## src/rtl/bcd_serial_subtractor.sv

```systemverilog
// Digit-serial packed-BCD subtractor: one digit per clock, LSD first, start/busy/done handshake.
// Optional operand digit check (err output) enabled by defining BCD_SUB_CHECK_EN.
module bcd_serial_subtractor #(
  parameter int DIGITS = 4
) (
  input  logic                  clk,
  input  logic                  rst_n,
  input  logic                  start,
  input  logic [4*DIGITS-1:0]   a,
  input  logic [4*DIGITS-1:0]   b,
  input  logic                  borrow_in,
  output logic                  busy,
  output logic                  done,
  output logic [4*DIGITS-1:0]   diff,
  output logic                  borrow_out,
`ifdef BCD_SUB_CHECK_EN
  output logic                  err,
`endif
  output logic [0:0]            dbg_state_o
);

  localparam int W  = 4 * DIGITS;
  localparam int IW = $clog2(DIGITS) + 1;

  localparam logic [0:0] S_IDLE = 1'b0;
  localparam logic [0:0] S_RUN  = 1'b1;

  // Handshake: start is sampled only while busy==0; done pulses for one cycle
  // when diff/borrow_out carry the new result.
  logic [0:0]    state_q, state_d;
  logic [W-1:0]  a_q, a_d;
  logic [W-1:0]  b_q, b_d;
  logic [W-1:0]  work_q, work_d;
  logic          brw_q, brw_d;
  logic [IW-1:0] idx_q, idx_d;
  logic          busy_q, busy_d;
  logic          done_q, done_d;
  logic [W-1:0]  diff_q, diff_d;
  logic          bout_q, bout_d;
`ifdef BCD_SUB_CHECK_EN
  logic          bad_q, bad_d;
  logic          err_q, err_d;
  logic          bad_in;
`endif

  logic [4:0]    t5;
  logic          neg;
  logic [3:0]    dig;
  logic          last;
  logic [W-1:0]  work_next;

  // Low nibbles of the shift registers always hold the current digit pair.
  always_comb begin
    t5   = {1'b0, a_q[3:0]} - {1'b0, b_q[3:0]} - {4'b0000, brw_q};
    neg  = t5[4];
    dig  = neg ? (t5[3:0] + 4'd10) : t5[3:0];
    last = (idx_q == IW'(DIGITS - 1));
  end

  // Result digits enter at the top and shift down, so after DIGITS steps digit 0 sits at [3:0].
  generate
    if (DIGITS == 1) begin : g_one
      assign work_next = dig;
    end else begin : g_many
      assign work_next = {dig, work_q[W-1:4]};
    end
  endgenerate

`ifdef BCD_SUB_CHECK_EN
  always_comb begin
    bad_in = 1'b0;
    for (int i = 0; i < DIGITS; i++) begin
      if ((a[4*i +: 4] > 4'd9) || (b[4*i +: 4] > 4'd9)) bad_in = 1'b1;
    end
  end
`endif

  always_comb begin
    state_d = state_q;
    a_d     = a_q;
    b_d     = b_q;
    work_d  = work_q;
    brw_d   = brw_q;
    idx_d   = idx_q;
    busy_d  = busy_q;
    done_d  = 1'b0;
    diff_d  = diff_q;
    bout_d  = bout_q;
`ifdef BCD_SUB_CHECK_EN
    bad_d   = bad_q;
    err_d   = err_q;
`endif
    case (state_q)
      S_IDLE: begin
        if (start) begin
          a_d     = a;
          b_d     = b;
          brw_d   = borrow_in;
          work_d  = '0;
          idx_d   = '0;
          busy_d  = 1'b1;
          state_d = S_RUN;
`ifdef BCD_SUB_CHECK_EN
          bad_d   = bad_in;
`endif
        end
      end
      S_RUN: begin
        a_d    = a_q >> 4;
        b_d    = b_q >> 4;
        brw_d  = neg;
        work_d = work_next;
        if (last) begin
          state_d = S_IDLE;
          busy_d  = 1'b0;
          done_d  = 1'b1;
          diff_d  = work_next;
          bout_d  = neg;
`ifdef BCD_SUB_CHECK_EN
          err_d   = bad_q;
          if (bad_q) begin
            diff_d = '0;
            bout_d = 1'b0;
          end
`endif
        end else begin
          idx_d = idx_q + IW'(1);
        end
      end
      default: state_d = S_IDLE;
    endcase
  end

  always_ff @(posedge clk or negedge rst_n) begin
    if (!rst_n) begin
      state_q <= S_IDLE;
      a_q     <= '0;
      b_q     <= '0;
      work_q  <= '0;
      brw_q   <= 1'b0;
      idx_q   <= '0;
      busy_q  <= 1'b0;
      done_q  <= 1'b0;
      diff_q  <= '0;
      bout_q  <= 1'b0;
`ifdef BCD_SUB_CHECK_EN
      bad_q   <= 1'b0;
      err_q   <= 1'b0;
`endif
    end else begin
      state_q <= state_d;
      a_q     <= a_d;
      b_q     <= b_d;
      work_q  <= work_d;
      brw_q   <= brw_d;
      idx_q   <= idx_d;
      busy_q  <= busy_d;
      done_q  <= done_d;
      diff_q  <= diff_d;
      bout_q  <= bout_d;
`ifdef BCD_SUB_CHECK_EN
      bad_q   <= bad_d;
      err_q   <= err_d;
`endif
    end
  end

  assign busy        = busy_q;
  assign done        = done_q;
  assign diff        = diff_q;
  assign borrow_out  = bout_q;
  assign dbg_state_o = state_q;
`ifdef BCD_SUB_CHECK_EN
  assign err         = err_q;
`endif

endmodule

```

## config.mk

```make
export PLATFORM = sky130hd
export DESIGN_NAME = bcd_serial_subtractor
export DESIGN_NICKNAME = d
export VERILOG_FILES = /design/src/rtl/bcd_serial_subtractor.sv
export SDC_FILE = /design/constraint.sdc
export NUM_CORES = 1
export LEC_CHECK = 0
export ABC_AREA = 1
export BUFFER_PORTS_ARGS = -buffer_cell sky130_fd_sc_hd__buf_2
export CORE_UTILIZATION = 45
export CTS_CLUSTER_SIZE = 14
export DETAILED_ROUTE_END_ITERATION = 7
export GPL_ROUTABILITY_DRIVEN = 0
export PLACE_DENSITY = 0.69
export SLEW_MARGIN = 20
export SYNTH_ARGS = -nofsm -noshare
export SYNTH_HDL_FRONTEND = slang
export SYNTH_SLANG_ARGS = --single-unit
```

## constraint.sdc

```tcl
create_clock -name clk -period 2.01 [get_ports clk]
set_input_delay 0.3015 -clock clk [delete_from_list [all_inputs] [get_ports clk]]
set_output_delay 0.3015 -clock clk [all_outputs]
set_load 0.005 [all_outputs]
```

Yosys cells after proc, flatten, opt, wreduce, memory -nomap -nowiden

Cells that the tools add are included.

Mux-type cells: 20
Bitwise operators: 1
Reductions and logical operators: 3
Equality and inequality tests: 4
Add/subtract/negate cells: 4

Operators by type and width:

| operator                                               | number |
|---|---|
| one-hot mux 16 bit (2 select lines)                    | 3 |
| two-way mux 16 bit                                     | 3 |
| two-way mux 1 bit                                      | 7 |
| two-way mux 3 bit                                      | 2 |
| one-hot mux 1 bit (2 select lines)                     | 3 |
| one-hot mux 3 bit (2 select lines)                     | 1 |
| AND reduction 2 bit                                    | 3 |
| subtractor 4 x 4 -> 5 bit                              | 1 |
| subtractor 5 x 1 -> 5 bit                              | 1 |
| adder 4 bit (second input constant)                    | 1 |
| two-way mux 4 bit                                      | 1 |
| inequality test 2 bit (second input constant)          | 2 |
| adder 3 x 1 -> 3 bit (second input constant)           | 1 |
| equality test 3 x 2 -> 1 bit (second input constant)   | 1 |
| inequality test 2 x 1 -> 1 bit (second input constant) | 1 |
| NOT 1 bit                                              | 1 |

Output and inout bits: 20
Input bits: 36
Logic and storage cells: 42
Register bits: 72

Logic depth before layout (Yosys ltp)

Depth in word-level cells: 5
Depth in mapped cells: 13
Gate-level depth less buffers: 13

Worst setup path before layout

No wires, ideal clock.

Kind: register to register
From: register a_q[0]
To: register diff_q[14] (netlist: diff[14])
Clock period less this slack: 2.004 ns
Buffers on the path: 0
Path slack: 0.006 ns
Data required time: 1.886 ns
Library setup time: 0.124 ns
Cell stages (with the launch flop): 11
Data arrival time: 1.880 ns
Cell sequence: dfrtp_1 -> fa_1 -> fa_1 -> inv_1 -> nand2_2 -> nand2_1 -> ha_1 -> inv_1 -> nand2_1 -> o211ai_1 -> nand2_1

Word-level cells in the longest chain between the ends: 4

RTL lines:

| what                        | line | source |
|---|---|---|
| from (decl)                 | 31   | `logic [W-1:0] a_q, a_d;` |
| from (signal assigned)      | 137  | `a_q <= '0;` |
| from (signal assigned)      | 152  | `a_q <= a_d;` |
| subtractor 4 x 4 -> 5 bit * | 54   | `t5 = {1'b0, a_q[3:0]} - {1'b0, b_q[3:0]} - {4'b0000, brw_q};` |
| subtractor 5 x 1 -> 5 bit * | 54   |  |
| adder 4 bit                 | 56   | `dig = neg ? (t5[3:0] + 4'd10) : t5[3:0];` |
| two-way mux 4 bit *         | 56   |  |
| to (signal assigned)        | 159  | `diff_q <= diff_d;` |
| to (decl)                   | 38   | `logic [W-1:0] diff_q, diff_d;` |

Mark *: on every way between the ends. The rest lies on a longest branch, timed or not.
A chain may end at the register's enable or synchronous reset.

Worst setup path in the final report

From: register b_q[0]
To: register diff_q[14] (netlist: diff[14])

Word-level cells in the longest chain between the ends: 4

RTL lines:

| what                        | line | source |
|---|---|---|
| from (decl)                 | 32   | `logic [W-1:0] b_q, b_d;` |
| from (signal assigned)      | 138  | `b_q <= '0;` |
| from (signal assigned)      | 153  | `b_q <= b_d;` |
| subtractor 4 x 4 -> 5 bit * | 54   |  |
| subtractor 5 x 1 -> 5 bit * | 54   |  |
| adder 4 bit                 | 56   |  |
| two-way mux 4 bit *         | 56   |  |

Marked as above.

==> summary.md <==
| Metric | Value |
|---|---|
| Crit Path Class | `reg -> reg` |
| Clock Tree Buf Depth | `2` |
| Async set or reset register ratio after synthesis | `100%` |
| Area occupied by multi-input gates | `1130 µm²` |
| Count leader, synth | `nand2_1` |
| Seq cells post-synth | `68` |
| Power Density | `about 1800 nW/µm²` |
| Drt via density | `4.90` |
| Worst Path Arrival | `2.23 ns` |
| Cell taking the most area after synthesis | `dfrtp_1` |
| Final hold viol count | `0` |
| Max Slew Vio Count | `0` |
| Max_cap viols | `0` |
| Initial drt markers | `57` |
| Initial antenna violation count | `0` |
| DR WL/cell | `12.8 µm` |
| TritonCTS clock tree | `built` |
| Vias in the first global route | `2222` |
| Yosys warns | `0` |
| Clock slew at reported path FFs | `approximately 0.07 ns` |
| Layout cells sized above 1 | `28.0%` |
| Post-synth top flop | `dfrtp_1` |
| Synth Area per Inst | `9.20 µm²` |
| Drt drc | `2` |
| HP Class | `in -> reg` |
| Num CTS Buffers | `9` |
| Final Setup Violations | `0` |
| Htree depth | `3` |
| Total track usage | `19.2%` |
| FP Rows | `29` |
| Sink Count | `68` |
| PortBufs | `55` |
| Placement Cell Area | `3390 µm²` |
| DRT Pass-1 Iters | `5` |
| Largest net degree at the start of global routing | `between 60 and 70` |
| Failing checks | `design-rule violations` |
| Fillcell total | `603` |
| CP Data Required Time | `2.24 ns` |
| Critical Path Source Type | `flip-flop` |
| Core area | `around 6400 µm²` |
| Antenna diode instance count | `0` |
| Rel. slew slack | `about two thirds` |
| Post-synthesis instance area | `3020 µm²` |
| Cell area after layout | `3670 µm²` |
| Measured slew at the worst slew-check pin | `0.478 ns` |
| Final period util | `99.7%` |
| Root Driver | `clkbuf_8` |
| Gr ovfl total | `0` |
| Reg area | `1700 µm²` |
| Fmax | `0.499 GHz` |
| Final Net Count | `between 400 and 500` |
| Die W | `83.9 µm` |
| RSZ-0062 raised after global routing | `yes` |
| Tmin final | `between 2 and 2.5 ns` |
| First-pass GRT wire length | `around 10000 µm` |
| EDFF count, synth | `0` |
| Status | `complete, but fails checks` |
| Die Ht | `around 84 µm` |
| Synth Instances | `328` |
| Total design power | `6.55 mW` |
| Leak | `1.93 nW` |
| Via Count | `about 2300` |
| Largest cells by area after synthesis | `dfrtp_1, nand2_1, inv_1` |
| Die area | `7040 µm²` |
| Share of the synthesized area in the top cell type | `56.4%` |
| Clock skew | `0.00675 ns` |
| Clock Latency Late Sink | `~0.34 ns` |
| Synth cell count leaders | `nand2_1, dfrtp_1, inv_1` |
| Worst-path fanout max | `2` |
| Antenna-violating nets left | `0` |
| Dpl hpwl | `4110 µm` |
| Syn nets | `375` |
| Total Wirelength | `6090 µm` |
| Initial core utilization | `around 47%` |
| Synth-to-Final Area Change | `21.6%` |
| Post-synthesis sequential area ratio | `56.4%` |
| CP Capture Type | `flip-flop` |
| Peak supply drop | `0.649 mV` |
| Hold slack | `0.149 ns` |
| Netlist cell types | `25` |
| Ports | `56` |
## sequential cells by signal, indices dropped and copies added, names as in the netlist
register	count
dbg_state_o	1
a_q	16
diff	16
done	1
busy	1
b_q	16
brw_q	1
idx_q	3
work_q	12
borrow_out	1
## cells by family (layout without fill, tap and decap cells)
kind of cell	after synthesis	count (layout)	synth area share, %
xor+xnor	1	1	0.290
flops	68	68	56.4
simple gates	151	151	20.8
fa+ha+maj	11	11	5.06
compound gates	46	46	10.0
buf+inv	51	123	7.42
## path summary, 6_finish.rpt
check	start	to	slack, ns	cells after the start
min reg2reg	borrow_out	borrow_out	0.48	2
max	b_q[0]	diff[14]	0.006	11
max in group asynchronous	rst_n	a_q[9]	1.12	3
min	a[12]	a_q[12]	0.15	3
max reg2reg	b_q[0]	diff[14]	0.006	11
min in group asynchronous	rst_n	diff[0]	0.32	2
## power by group
part | total, mW | internal [mW] | switching [mW] | leakage [nW]
clock network | 1.11 | 0.598 | 0.509 | 0.0914
logic | 3.28 | 1.45 | 1.83 | 0.948
registers | 2.16 | 1.90 | 0.260 | 0.886
## worst max-delay path, stage by stage, from the launching register on
cell and delay (ns):
dfrtp_1 0.34, inv_2 0.05, fa_2 0.41, fa_2 0.38, inv_2 0.06, nand2_2 0.05, nand2_2 0.07, ha_2 0.27
inv_1 0.06, nand2_1 0.06, o211ai_1 0.08, nand2_1 0.07
## what timing repair did
action | 4_1_cts | 5_1_grt
pin swaps | 2 | 10
hold endpoints to repair | 5 | 0
endpoints found under the setup margin | 7 | 8
buffers inserted | 1 | 3
gates resized for setup | 3 | 15
hold buffers | 1 | 0
## stage by stage
step,setup slack [ns],util [%],cells,setup TNS [ns]
6_report,0.00607,57.1,477,0
5_1_grt,-0.121,57.1,477,-0.776
4_1_cts,0.0171,56.2,474,0
3_5_place_dp,-0.110,52.9,457,-0.501
3_3_place_gp,-0.0376,52.9,457,-0.157
2_1_floorplan,0.00583,-,328,0
## routing by layer
layer,wire length [µm],GRT usage [%],up-vias
met5,0,0,-
met4,115,7.52,0
met3,228,4.85,14
met2,2790,28.8,52
met1,2950,26.6,1087
li1,-,-,1184
## final cells by class
class | instances | share of cell area (%)
clock buffer | 11 | 3.85
timing repair buffer | 70 | 11.1
tap | 77 | 2.63
multi-input combinational | 209 | 30.8
sequential | 68 | 46.4
clock inverter | 4 | 1.36
inverter | 38 | 3.89
## layout by cell type, fill, tap and decap left out, types with 2 or more instances in the layout
cell type   Yosys  final
nor2_1          3      3
clkinvlp_4      0      2
inv_1          33     30
o21ai_1         1      2
fa_2            0      2
nand2_1       118    113
o211ai_1       11     11
dfrtp_1        68     68
nand3_1        22     20
ha_1            9      8
a22o_1          4      4
o21ai_0        18     16
clkbuf_8        0     10
buf_4           3     12
o22ai_1         9      9
nand3_2         0      2
nand2_2         5      9
inv_2           5      8
buf_2           5     55
(Power assumes the default switching activity.)
